## src/rtl/i2cm_byte_engine.sv

```systemverilog
// i2cm_byte_engine: byte-level I2C master engine.
// Executes one command at a time (START, WRITE, READ, STOP) on an open-drain
// SCL/SDA pair, each bus phase split into four quarters of SCL_DIV_LEN clocks.
// Optional feature: define I2CM_CLK_STRETCH_EN to honour target clock stretching.
//
// Handshake: a command is accepted on any cycle with cmd_valid_i && cmd_ready_o;
// cmd_ready_o is high only while idle or holding the bus, so it drops the cycle
// after acceptance. Every accepted command yields exactly one rsp_valid_o pulse.
module i2cm_byte_engine #(
   parameter logic [7:0] SCL_DIV_LEN = 8'd50
) (
   input  logic       apb_pclk_i,
   input  logic       apb_presetn_i,
   input  logic       cmd_valid_i,
   output logic       cmd_ready_o,
   input  logic [1:0] cmd_op_i,
   input  logic [7:0] cmd_wdata_i,
   input  logic       cmd_last_i,
   output logic       rsp_valid_o,
   output logic [7:0] rsp_rdata_o,
   output logic       rsp_ack_o,
   output logic       rsp_err_o,
   output logic       busy_o,
   input  logic       i2c_scl_i,
   input  logic       i2c_sda_i,
   output logic       i2c_scl_oe,
   output logic       i2c_sda_oe,
   output logic [2:0] dbg_state
);

   localparam logic [1:0] OP_START = 2'b00;
   localparam logic [1:0] OP_WRITE = 2'b01;
   localparam logic [1:0] OP_READ  = 2'b10;
   localparam logic [1:0] OP_STOP  = 2'b11;

   localparam logic [2:0] S_IDLE  = 3'd0;
   localparam logic [2:0] S_HOLD  = 3'd1;
   localparam logic [2:0] S_START = 3'd2;
   localparam logic [2:0] S_BIT   = 3'd3;
   localparam logic [2:0] S_STOP  = 3'd4;
   localparam logic [2:0] S_DONE  = 3'd5;

   logic [2:0] state;
   logic [7:0] cnt;
   logic [1:0] qtr;
   logic [3:0] bit_cnt;
   logic [1:0] op_q;
   logic [6:0] wdata_q;
   logic       last_q;
   logic [7:0] rx_q;
   logic       err_pend;
   logic       ack_pend;
   logic       scl_oe_q;
   logic       sda_oe_q;
   logic       rsp_valid_q;
   logic       rsp_ack_q;
   logic       rsp_err_q;
   logic [7:0] rdata_q;
   logic       busy_q;

   logic       cmd_accept;
   logic       running;
   logic       advance;
   logic       last_cnt;
   logic       tick;

   assign cmd_ready_o = (state == S_IDLE) || (state == S_HOLD);
   assign cmd_accept  = cmd_valid_i && cmd_ready_o;
   assign running     = (state == S_START) || (state == S_BIT) || (state == S_STOP);
   assign last_cnt    = (cnt == (SCL_DIV_LEN - 8'd1));
   assign tick        = running && advance && last_cnt;

`ifdef I2CM_CLK_STRETCH_EN
   // The quarter in which the engine releases SCL waits for the line to read
   // high; once seen, the quarter counts normally even if SCL drops again.
   logic stretch_qtr;
   logic scl_seen;

   assign stretch_qtr = ((state == S_BIT) && (qtr == 2'd2)) ||
                        (((state == S_START) || (state == S_STOP)) && (qtr == 2'd1));
   assign advance     = !stretch_qtr || i2c_scl_i || scl_seen;

   // Remember that SCL has been seen high within the current stretch quarter
   always_ff @(posedge apb_pclk_i or negedge apb_presetn_i) begin
      if (!apb_presetn_i) begin
         scl_seen <= 1'b0;
      end else if (tick || cmd_accept) begin
         scl_seen <= 1'b0;
      end else if (stretch_qtr && i2c_scl_i) begin
         scl_seen <= 1'b1;
      end
   end
`else
   logic unused_scl;
   assign unused_scl = i2c_scl_i;
   assign advance    = 1'b1;
`endif

   // Quarter timer: counts clocks within a quarter and steps the quarter index
   always_ff @(posedge apb_pclk_i or negedge apb_presetn_i) begin
      if (!apb_presetn_i) begin
         cnt <= 8'd0;
         qtr <= 2'd0;
      end else if (cmd_accept) begin
         cnt <= 8'd0;
         qtr <= 2'd0;
      end else if (running && advance) begin
         if (last_cnt) begin
            cnt <= 8'd0;
            qtr <= qtr + 2'd1;
         end else begin
            cnt <= cnt + 8'd1;
         end
      end
   end

   // Command FSM: sequences bus phases, drives the lines and builds the response
   always_ff @(posedge apb_pclk_i or negedge apb_presetn_i) begin
      if (!apb_presetn_i) begin
         state       <= S_IDLE;
         bit_cnt     <= 4'd0;
         op_q        <= OP_START;
         wdata_q     <= 7'd0;
         last_q      <= 1'b0;
         rx_q        <= 8'd0;
         err_pend    <= 1'b0;
         ack_pend    <= 1'b0;
         scl_oe_q    <= 1'b0;
         sda_oe_q    <= 1'b0;
         rsp_valid_q <= 1'b0;
         rsp_ack_q   <= 1'b0;
         rsp_err_q   <= 1'b0;
         rdata_q     <= 8'd0;
         busy_q      <= 1'b0;
      end else begin
         rsp_valid_q <= 1'b0;
         rsp_ack_q   <= 1'b0;
         rsp_err_q   <= 1'b0;
         case (state)
            S_IDLE, S_HOLD: begin
               if (cmd_valid_i) begin
                  op_q     <= cmd_op_i;
                  wdata_q  <= cmd_wdata_i[6:0];
                  last_q   <= cmd_last_i;
                  bit_cnt  <= 4'd0;
                  err_pend <= 1'b0;
                  ack_pend <= 1'b0;
                  if (cmd_op_i == OP_START) begin
                     state    <= S_START;
                     sda_oe_q <= 1'b0;
                  end else if (state == S_IDLE) begin
                     // Data or STOP without owning the bus: reject, touch nothing
                     state    <= S_DONE;
                     err_pend <= 1'b1;
                  end else if (cmd_op_i == OP_STOP) begin
                     state    <= S_STOP;
                     scl_oe_q <= 1'b1;
                     sda_oe_q <= 1'b1;
                  end else begin
                     // First bit's SDA is set on entry while SCL is still low
                     state    <= S_BIT;
                     scl_oe_q <= 1'b1;
                     sda_oe_q <= (cmd_op_i == OP_WRITE) ? ~cmd_wdata_i[7] : 1'b0;
                  end
               end
            end
            S_START: begin
               if (tick) begin
                  case (qtr)
                     2'd0:    scl_oe_q <= 1'b0;
                     2'd1:    sda_oe_q <= 1'b1;
                     2'd2:    scl_oe_q <= 1'b1;
                     default: state    <= S_DONE;
                  endcase
               end
            end
            S_BIT: begin
               if (tick) begin
                  case (qtr)
                     2'd0: ;
                     2'd1: scl_oe_q <= 1'b0;
                     2'd2: begin
                        if (bit_cnt < 4'd8) begin
                           rx_q <= {rx_q[6:0], i2c_sda_i};
                        end else begin
                           ack_pend <= (op_q == OP_WRITE) && !i2c_sda_i;
                        end
                     end
                     default: begin
                        // SCL goes low again; either set up the next bit or finish
                        scl_oe_q <= 1'b1;
                        if (bit_cnt == 4'd8) begin
                           state <= S_DONE;
                        end else begin
                           bit_cnt <= bit_cnt + 4'd1;
                           if (bit_cnt == 4'd7) begin
                              sda_oe_q <= (op_q == OP_READ) ? ~last_q : 1'b0;
                           end else if (op_q == OP_WRITE) begin
                              sda_oe_q <= ~wdata_q[6];
                              wdata_q  <= {wdata_q[5:0], 1'b0};
                           end else begin
                              sda_oe_q <= 1'b0;
                           end
                        end
                     end
                  endcase
               end
            end
            S_STOP: begin
               if (tick) begin
                  case (qtr)
                     2'd0:    scl_oe_q <= 1'b0;
                     2'd1:    sda_oe_q <= 1'b0;
                     2'd2:    ;
                     default: state    <= S_DONE;
                  endcase
               end
            end
            S_DONE: begin
               rsp_valid_q <= 1'b1;
               rsp_err_q   <= err_pend;
               rsp_ack_q   <= ack_pend;
               if (err_pend) begin
                  state <= S_IDLE;
               end else begin
                  case (op_q)
                     OP_START: begin
                        state  <= S_HOLD;
                        busy_q <= 1'b1;
                     end
                     OP_STOP: begin
                        state  <= S_IDLE;
                        busy_q <= 1'b0;
                     end
                     OP_READ: begin
                        state   <= S_HOLD;
                        rdata_q <= rx_q;
                     end
                     default: state <= S_HOLD;
                  endcase
               end
            end
            default: state <= S_IDLE;
         endcase
      end
   end

   assign rsp_valid_o = rsp_valid_q;
   assign rsp_rdata_o = rdata_q;
   assign rsp_ack_o   = rsp_ack_q;
   assign rsp_err_o   = rsp_err_q;
   assign busy_o      = busy_q;
   assign i2c_scl_oe  = scl_oe_q;
   assign i2c_sda_oe  = sda_oe_q;
   assign dbg_state   = state;

endmodule
```

## config.mk

```make
export PLATFORM = sky130hd
export DESIGN_NAME = i2cm_byte_engine
export DESIGN_NICKNAME = d
export VERILOG_FILES = /design/src/rtl/i2cm_byte_engine.sv
export SDC_FILE = /design/constraint.sdc
export NUM_CORES = 1
export LEC_CHECK = 0
export ABC_CLOCK_PERIOD_IN_PS = 2000
export CORE_UTILIZATION = 34
export CTS_CLUSTER_DIAMETER = 30
export DETAILED_ROUTE_END_ITERATION = 10
export GPL_ROUTABILITY_DRIVEN = 0
export HOLD_SLACK_MARGIN = 0.06
export PLACE_DENSITY_LB_ADDON = 0.25
export SYNTH_ARGS = -nofsm -noshare
export SYNTH_HDL_FRONTEND = slang
export SYNTH_SLANG_ARGS = --single-unit
```

## constraint.sdc

```tcl
create_clock -name apb_pclk_i -period 2 [get_ports apb_pclk_i]
set_input_delay 0.3 -clock apb_pclk_i [delete_from_list [all_inputs] [get_ports apb_pclk_i]]
set_output_delay 0.3 -clock apb_pclk_i [all_outputs]
set_load 0.1 [all_outputs]
```

# Yosys cells after proc, flatten, opt, wreduce, memory -nomap -nowiden
# Cells that the tools add are included.
word_totals:
  in_bits: 16
  word_cells: 159
  regBits: 51
classes:
  n_lt_le_gt_ge: 1
  bitwise: 4
  n_addsub: 3
  n_eq_ne: 36
  n_reduce_logical: 31
  mux: 67
ops:
  columns: ["op", "count"]
  rows:
  - ["$mux W7", 6]
  - ["$mux W1", 33]
  - ["$mux W3", 9]
  - ["$mux W8", 3]
  - ["$ne A2 B2 Y1 const B", 12]
  - ["$reduce_and A10 Y1", 2]
  - ["$mux W4", 4]
  - ["$ne A2 B1 Y1 const B", 7]
  - ["$pmux W7 S2", 1]
  - ["$pmux W3 S4", 1]
  - ["$reduce_and A5 Y1", 2]
  - ["$add A8 B1 Y8 const B", 1]
  - ["$eq A2 B2 Y1 const B", 4]
  - ["$eq A8 B6 Y1 const B", 1]
  - ["$pmux W1 S2", 4]
  - ["$pmux W1 S4", 2]
  - ["$pmux W4 S2", 1]
  - ["$reduce_bool A2 Y1", 4]
  - ["$reduce_and A7 Y1", 1]
  - ["$eq A2 B1 Y1 const B", 3]
  - ["$eq A3 B2 Y1 const B", 2]
  - ["$eq A3 B3 Y1 const B", 2]
  - ["$logic_not A2 Y1", 3]
  - ["$mux W2", 3]
  - ["other kinds (20)", 31]

# Longest topological paths before layout
# Gate-level depths: netlist of run 1.
depth:
  word_depth: 7
  mapped_depth: 8
  mapped_depth_nobuf: 7

# Worst setup path after synthesis of run 1
# Ideal clock, no wire load.
synth_timing:
  path_type: "register -> register"
  from: "register state[1] (netlist: dbg_state[1])"
  to: "register wdata_q[0]"
  t_arrival_ns: 2.833
  path_slack_ns: -0.954
  stages_incl_launch_ff: 8
  required_ns: 1.879
  setup_time_ns: 0.121
  path_cell_list: "dfrtp_1 buf_2 nor2_2 and2_1 a31oi_4 or2_1 buf_6 a22o_1"
synth_via:
  elab_chain_len: 6
  elab_cells_between_ends: 18
  cone_classes: "eq/ne: 10; mux: 1; reduce/logical: 7"
synth_lines:
  columns: ["element", "line", "text"]
  rows:
  - ["start: declaration", "43", "logic [2:0] state;"]
  - ["start signal: assignment", "120", "state <= S_IDLE;"]
  - ["start signal: assignment", "149", "state <= S_START;"]
  - ["start signal: assignment", "153", "state <= S_DONE;"]
  - ["$eq A3 B2 Y1, on equally long branches", "69, 139", null]
  - ["$logic_or A1 B1 Y1 (2 in series)", "69", "assign running = (state == S_START) || (state == S_BIT) || (state == S_STOP);"]
  - ["$logic_and A1 B1 Y1", "71", "assign tick = running && advance && last_cnt;"]
  - ["$ne A2 B2 Y1 (no source line)", null, null]
  - ["$reduce_and A7 Y1 (no source line)", null, null]
  - ["end signal: assignment", "143", "wdata_q <= cmd_wdata_i[6:0];"]
  - ["end signal: assignment", "200", "wdata_q <= {wdata_q[5:0], 1'b0};"]
  - ["end: declaration", "48", "logic [6:0] wdata_q;"]
# Several ways; a longest one is shown, not always the timed one.
# A chain may end at the register's enable or synchronous reset.

# Final worst setup path of run 1
layout_timing:
  from: "register state[0] (netlist: dbg_state[0])"
  to: "register state[0] (netlist: dbg_state[0])"
layout_via:
  elab_chain_len: 6
  elab_cells_between_ends: 22
  cone_classes: "eq/ne: 11; mux: 4; reduce/logical: 7"
layout_lines:
  columns: ["element", "line"]
  rows:
  - ["$eq A3 B2 Y1", "69, 139"]
  - ["$logic_or A1 B1 Y1 (2 in series)", "69"]
  - ["$logic_and A1 B1 Y1", "71"]
  - ["$ne A2 B2 Y1 (no source line) / $ne A2 B1 Y1 (equally long branches)", null]
  - ["$reduce_and A6 Y1 (no source line)", null]
# Several ways; a longest one is shown, not always the timed one. The select of a mux whose other input is x is not followed.

==> summary by stage, run 1 <==
Die
The number of I/O pins is 34. Once the floorplan was initialized, standard cells occupied 36.01% of the core. Measured along the y axis, the die boundary spans 90.58 um. After floorplanning, the core was divided into 31 placement rows.

The floorplan step defined a die boundary enclosing 8204 um2. The core region is 7408 um2. The horizontal extent of the die is 90.58 um.

STA
The highest clock rate is 0.5324 GHz. The final count of pins violating max slew is 0. The final critical delay including setup and external delays is 1.878 ns. The number of hold-slack violations in the final timing report is 0. In the final timing run, aggregate negative setup slack is 0 ns. For the pin with the worst max-slew slack, the measured transition is 0.6482 ns. Measured against its own limit, the worst slew margin works out to 56.78%. Setup violations remaining at the end of the flow were counted as 0. In the finished design, the share of the clock period the worst path needs comes to 93.91%. The worst hold slack is 0.08554 ns. Across all setup checks in the final design, the least slack found is 0.1218 ns. The worst setup skew after layout is 0.006283 ns. Setup repair after global routing left no endpoint under its margin.

Synthesis
The adder-cell share of the synthesized area is 5.159%. The simple-gate share of the synthesized area is 16.42%. The multiplexer fraction of the synthesized cell area is 10.23%. The distinct cell type count of the synthesized netlist is 51. The synthesized design contains 51 register bits. A synthesized cell averages 10.34 um2. The xor-xnor portion of the synthesized cell area is 0.6567%. In the synthesized netlist the dominant register cell turns out to be dfrtp_1. The post-synth net total is 285. Synthesis handed over a netlist of 258 instances.

After synthesis the cells add up to 2668 um2. The share of the Yosys chip area taken by registers is 47.84%. Counting flops with a built-in enable in the synthesized netlist gives 0. The share of synthesized flip-flops with an asynchronous set or reset is 100.0%.

The largest total area in the synthesized netlist belongs to dfrtp_1. Ranked by total cell area, the synthesized netlist is headed by dfrtp_1 48%, mux2_2 7.6%, ha_1 5.2%, o21ai_0 4.3%, nand2_1 3.8%. The count of yosys warnings during synthesis is 0.

Summing the areas of all compound-gate instances in the mapped netlist gives 15.24% of the synthesized area. After synthesis, the largest family of logic cells by area is simple AND/OR/NAND/NOR gates. The synthesized design devotes to its leading area cell type 47.84% of total area.

Critical path
Among all stages on the critical path, the largest delay is contributed by dfrtp_4. The worst setup path is of the flop to flop kind. The critical path goes through and3b_1 -> and2_2 -> o31ai_2 -> o31ai_1 -> a22o_1. The setup check on the worst reg-to-reg path leaves a slack of 0.12 ns. STA classifies the critical path startpoint as a flop. The maximum fanout count along the critical path is 12.

The endpoint class of the critical path is a flop. The critical path starts at dbg_state[0]. The number of cells on the worst reg-to-reg path is 5. The delay of the slowest critical-path stage is 0.57 ns. The startpoint of the lowest-slack register-to-register path is dbg_state[0]. Data arrives at the worst endpoint at 2.09 ns. The required time at the endpoint of the critical path is 2.21 ns.

Routing
Using the TritonRoute via totals, the vias-per-cell ratio works out to 5.094. After detailed routing, the total wire length is 5542 um. Before antenna repair, the detailed router went through 4 iterations.

The routed layout has 2058 vias. The detail route stage leaves a number of antenna-violating nets equal to 0. The initial DRC count is 79. Dividing the detail-routed wire length by the instance count gives 13.72 um.

The number of remaining DRC errors is 0.

Global routing
The number of global-route vias before repair came to 2003. The global-route wire length before repair is 9584 um. The initial antenna violation count is 0. Across every metal layer, demand over resource in global routing totals 14.71%.

The maximum number of pins on one net before global-route repair is 52. The residual overflow from global routing is 0.

Placement
The post-detailed-placement cell area is 3249 um2. The sum of net half-perimeters after detailed placement is 3957 um. The placement-stage worst setup slack is 0.1460 ns. After detailed placement, the design holds a cell count of 396.

The quantity of I/O buffers inserted on ports is 32.

Job
The tool flagged a number of max-cap violations equal to 0.

Clock network
The clock reaches the later pin of the worst-skew pair after 0.31 ns. The number of clock sinks is 51. The number of H-tree branching levels is 2. The number of buffers between clock root and the deepest sink is 2. The master cell of the clock root buffer is clkbuf_8. In this run the post-CTS setup repair buffer count came out at 0.

Counting the buffers created by CTS gives 5. The count of hold-fix buffers inserted at cts is 0. Clock-pin slew was measured on the worst setup and hold paths at 0.10 ns. The TritonCTS clock tree is done. The quantity of gates resized following cts is 0.

Status
The flow ran to the end, and the final reports show no timing, DRC or antenna violations.

Finish
In the layout the commonest cells are 48 x dfrtp_1, 32 x buf_4, 26 x nand2_1, 23 x o21ai_0. The number of nets in the final layout is 331. The count of cells in the finished layout, fillers not included, comes to 404.

The fraction of layout instances using a drive strength above 1 is 25.25%. The commonest non-fill, non-tap cell in the layout is dfrtp_1. The finished layout cell area is 3371 um2. The share of the core filled with cells in the final layout is 45.50%. The count of antenna diodes in the layout is 0. Compared with the post-synthesis result, the final layout area differs by 26.36%.

Power and ir drop
The leakage power of the design is 1.544 nW. The power consumption is 1.865 mW. IR analysis of the VDD net gives a maximum drop of 0.3104 mV. The power per cell area is 553.2 nW/um2.

Worst hold path
The worst hold path belongs to the class primary input to asynchronous set/reset pin.
## worst paths after layout
check | to
min reg2reg | last_q
max in group asynchronous | dbg_state[1]
max | dbg_state[0]
max reg2reg | dbg_state[0]
min in group apb_pclk_i | last_q
min | rsp_rdata_o[5]
## worst max-delay path: cells and delay by family, from the launching register on
| kind | cells | cell delay (ns) |
|---|---|---|
| compound gates | 3 | 0.76 |
| flops | 1 | 0.57 |
| simple gates | 2 | 0.45 |
## flip-flops by register name, indices dropped and copies added (netlist names)
register,flops
i2c_sda_oe,1
rsp_rdata_o,8
rx_q,8
err_pend,1
rsp_valid_o,1
cnt,8
op_q,2
dbg_state,3
qtr,2
busy_o,1
wdata_q,7
ack_pend,1
bit_cnt,4
last_q,1
rsp_ack_o,1
rsp_err_o,1
i2c_scl_oe,1
## cell usage after synthesis (all sizes together) (4+ instances only)
master / n
dfrtp: 51
o21ai: 29
nand2: 27
mux2: 18
nand3: 13
inv: 12
nor2: 12
ha: 11
a21oi: 7
buf: 7
mux2i: 7
and2: 5
clkbuf: 5
o31ai: 5
nor2b: 4
nor3b: 4
## report_power, final
| group | total [mW] | switching [mW] | internal, mW | leakage (nW) |
|---|---|---|---|---|
| Clock | 0.767 | 0.355 | 0.412 | 0.0618 |
| Combinational | 0.0673 | 0.0353 | 0.0321 | 0.835 |
| Sequential | 1.03 | 0 | 1.03 | 0.647 |
## final cells by class
cell class                      count  area, um2
Multi-Input combinational cell    183       1318
Timing Repair Buffer               51      475.5
Sequential cell                    51       1287
Clock buffer                        6      82.58
Fill cell                         691       4038
Inverter                           12      45.04
Clock inverter                      2      38.79
Tap cell                           99      123.9
## logic make-up (layout without fill, tap and decap cells)
kind of cell,count (synthesis),after routing
AND/OR/NAND/NOR,82,82
buffers and inverters,24,71
adder cells (fa/ha/maj),11,11
XOR/XNOR,2,2
AO/OA/AOI/OAI,63,63
multiplexers,25,25
flip-flops,51,51
## layer usage
layer	GRT usage [%]	vias up	part of all wire, %
li1	-	1010	-
met1	19.03	994	47
met2	23.42	46	48
met3	2.946	8	3.2
met4	7.124	0	1.8
met5	0	-	0
(Power assumes the default switching activity.)
==> run 2: changes to the inputs <==
--- a/config.mk
+++ b/config.mk
@@ -5,13 +5,15 @@
 export SDC_FILE = /design/constraint.sdc
 export NUM_CORES = 1
 export LEC_CHECK = 0
+export ABC_AREA = 1
 export ABC_CLOCK_PERIOD_IN_PS = 2000
 export CORE_UTILIZATION = 34
 export CTS_CLUSTER_DIAMETER = 30
 export DETAILED_ROUTE_END_ITERATION = 10
 export GPL_ROUTABILITY_DRIVEN = 0
 export HOLD_SLACK_MARGIN = 0.06
-export PLACE_DENSITY_LB_ADDON = 0.25
+export MAX_ROUTING_LAYER = met4
+export PLACE_DENSITY = 0.56
 export SYNTH_ARGS = -nofsm -noshare
 export SYNTH_HDL_FRONTEND = slang
 export SYNTH_SLANG_ARGS = --single-unit
==> summary by stage, run 2 <==
Finish
In the layout the commonest cells are 113 x nand2_1, 48 x dfrtp_1, 44 x inv_1, 32 x nor2_1, 29 x nand3_1. The fraction of layout instances using a drive strength above 1 is 16.34%. The number of nets in the final layout is 430. The count of antenna diodes in the layout is 0. The fill cell total of the finished layout is 839.

The area growth from synthesis to layout is 18.79%. The commonest non-fill, non-tap cell in the layout is nand2_1. The area of all sequential standard cells is 1280 um2. Summing all multi-input logic gate instances after layout gives 1297 um2.

Critical path
The origin of the worst setup path is dbg_state[0]. In this design, the stage delay of the slowest critical-path cell is 0.48 ns. The startpoint of the lowest-slack register-to-register path is dbg_state[0]. The cell family contributing the most delay on the critical path is flip-flops.

The critical path is of the flop to primary output type. The endpoint class of the critical path is a primary output. The critical path goes through nor2_2 -> nand2_2 -> nand2_4 -> buf_12. The required time at the endpoint of the critical path is 1.70 ns. Along the worst path, the maximum fanout reaches 9.

Counting both buffers and inverters, the worst setup path holds a total of 1. The kind of start point of the critical path is a flop. STA puts the critical path data arrival time at 1.47 ns. Among all stages on the critical path, the largest delay is contributed by dfrtp_2.

Global routing
In the global route stage, met2 resource usage came out at 21.32%. The global-route wire length before repair is 9798 um. The met3 demand-to-capacity share in global routing is 3.366%. The busiest layer in global routing is met1. The initial antenna violation count is 0.

The met1 layer usage reported by global route is 21.63%. The number of global-route vias before repair came to 2068. The total routing resource utilization after global routing is 15.11%. Entering global routing, the biggest net connects 52 pins. The residual overflow from global routing is 0.

Placement
The quantity of I/O buffers inserted on ports is 32. After legalization and detailed placement, the total HPWL measured 4316 um.

Die
Measured along the x axis, the die boundary spans 92.92 um. The area enclosed by the die boundary is 8633 um2. The core box area is 7848 um2.

34 I/O pins were placed. Once the floorplan was initialized, standard cells occupied 35.81% of the core. The number of placement rows is 32. The die outline height is 92.92 um.

Clock network
Counting the buffers created by CTS gives 5. The number of hold buffers added after CTS was 1. In this run the post-CTS setup repair buffer count came out at 0. The number of buffers between clock root and the deepest sink is 2. In this run the number of H-tree levels came out at 2. TritonCTS built the clock tree. The number of gates resized after CTS was 0.

The clock-pin slew of the registers on the worst-case setup and hold paths is 0.11 ns. The clock drives 51 sinks. The tree is rooted in a clkbuf_8. For the worst-skew pair, the clock arrives at the later sink with an insertion delay of 0.32 ns.

Synthesis
The count of yosys warnings during synthesis is 0. The mapped netlist covers 2810 um2. For this run, the leading register cell type out of synthesis is dfrtp_1. The post-synth net total is 390. Synthesis handed over a netlist of 363 instances.

The most repeated cell in the gate-level netlist after synthesis is nand2_1. The number of synthesized register bits is 51. Sequential cells were found to cover 45.41% of the synthesized design area.

The synthesized design spends more area on one cell type than any other, namely dfrtp_1. Ranked by total cell area, the synthesized netlist is headed by dfrtp_1 45%, nand2_1 15%, inv_1 5.9%, nand3_1 5.2%, ha_1 4.9%. The number of flops mapped to enable cells by yosys is 0. Counting instances in the post-synthesis netlist gives the leading cell types as 113 x nand2_1, 51 x dfrtp_1, 44 x inv_1, 32 x nor2_1, 29 x nand3_1.

The synthesized area divided by synthesized cell count is 7.742 um2. The share of synthesized flip-flops with an asynchronous set or reset is 100.0%. After synthesis, the largest area contributor takes up 45.41% of total cell area.

The distinct cell type count of the synthesized netlist is 29.

STA
In this run the tightest slew margin relative to its limit is 77.68%. The highest clock rate is 0.5658 GHz. The number of hold-slack violations in the final timing report is 0. Setup violations remaining at the end of the flow were counted as 0.

Setup repair after global routing left no endpoint under its margin. The final count of pins violating max slew is 0. The final critical-path share of the clock period is 88.37%.

Across the routed clock network, the largest skew measured is 0.006874 ns. The transition time of the tightest slew-check pin is 0.3344 ns. The sum of negative setup slack is 0 ns. The routed design could run at a clock period as short as 1.767 ns.

Worst hold path
The path class of the lowest-slack min-delay path is flop to flop. The launch point of the worst hold path is i2c_scl_oe.

Status
The flow ran to the end, and the final reports show no timing, DRC or antenna violations.

Routing
The number of remaining DRC errors is 0. The number of antenna-violating nets in the routed design is 0. The per-cell via count in the routed design is 4.607. The final wirelength is 5822 um. After detailed routing, the average wire length per cell comes to 11.51 um.

The number of iterations in the first detailed-routing pass is 4. The routed layout has 2331 vias. The initial DRC count is 113.

Power and ir drop
The share of total power dissipated in sequential elements is 28.9%. The internal power of the cells totals 2.459 mW. For this design the ratio of total power to cell area is 1648 nW/um2.

The combinational group share of total power is 59.2%. The net switching fraction of the power is 55.30%. After layout, the design draws a total of 5.501 mW. The share of power burned in the clock network is 11.9%. For this design the total switching power over the nets is 3.042 mW.

The leakage power of the design is 1.696 nW. The maximum vdd drop is 0.4523 mV.

Job
Max-cap violations in this run came to 0.
## run 2: changes by cell type after synthesis, moves of 8 or more
cell / delta
nand2_1: +86
inv_1: +32
nor2_1: +21
mux2_2: -17
nand3_1: +16
inv_2: +8
## run 2: tightest hold or removal path, delay by kind of cell, from the launching register on
family | cells | cell delay (ns)
flip-flops | 1 | 0.36
AND/OR/NAND/NOR | 2 | 0.09
## run 2: logic make-up (layout without fill, tap and decap cells)
| kind of cell | Yosys count | count (layout) | share of synthesized area [%] |
|---|---|---|---|
| simple gates | 195 | 195 | 30.90 |
| flops | 51 | 51 | 45.41 |
| mux | 1 | 1 | 0.4007 |
| xor+xnor | 4 | 4 | 1.247 |
| fa+ha+maj | 11 | 11 | 4.898 |
| compound gates | 44 | 44 | 8.727 |
| buf+inv | 57 | 98 | 8.415 |
## run 2: layout make-up
cell class / count / area share, %
multi-input combinational: 255 / 38.87
sequential: 51 / 38.34
timing repair buffer: 38 / 10.27
inverter: 52 / 5.847
tap: 102 / 3.823
clock buffer: 5 / 2.061
clock inverter: 3 / 0.7871
## run 2: power groups by stage
stage / clock (mW) / combinational [mW] / sequential [mW]
finish: 0.653 / 3.26 / 1.59
CTS: 0.679 / 3.29 / 1.59
floorplan: 0 / 1.59 / 2.52
detailed placement: 0 / 3.28 / 1.61
global placement: 0 / 3.26 / 1.61
global route: 0.707 / 3.55 / 1.64
## run 2: metal layers
| metal | routed length, um | share of wire, % |
|---|---|---|
| met2 | 2429 | 42 |
| met1 | 3024 | 52 |
| met4 | 78 | 1.3 |
| met3 | 290 | 5.0 |
| met5 | 0 | 0 |
## run 2: path summary, 6_finish.rpt
path                       cells past startpoint  slack [ns]            to
max reg2reg                                    8        0.29        qtr[1]
min in group asynchronous                      3        0.50    i2c_scl_oe
max in group asynchronous                      3        1.26  dbg_state[2]
min reg2reg                                    2        0.48    i2c_scl_oe
max                                            4        0.23   cmd_ready_o
min                                            2        0.48    i2c_scl_oe
## run 2: stage by stage
stage               hold WS [ns]  worst slack [ns]  utilization (%)  std cells  area (um2)
finish                    0.4801            0.2327            42.54        506        3338
floorplan               0.004409           0.08335                -        363        2814
global route              0.5148           0.06861            42.54        506        3338
detailed placement        0.3153            0.3380            41.20        497        3233
CTS                       0.4856            0.2375            42.54        506        3338
global placement          0.3174            0.3389            41.20        497        3233
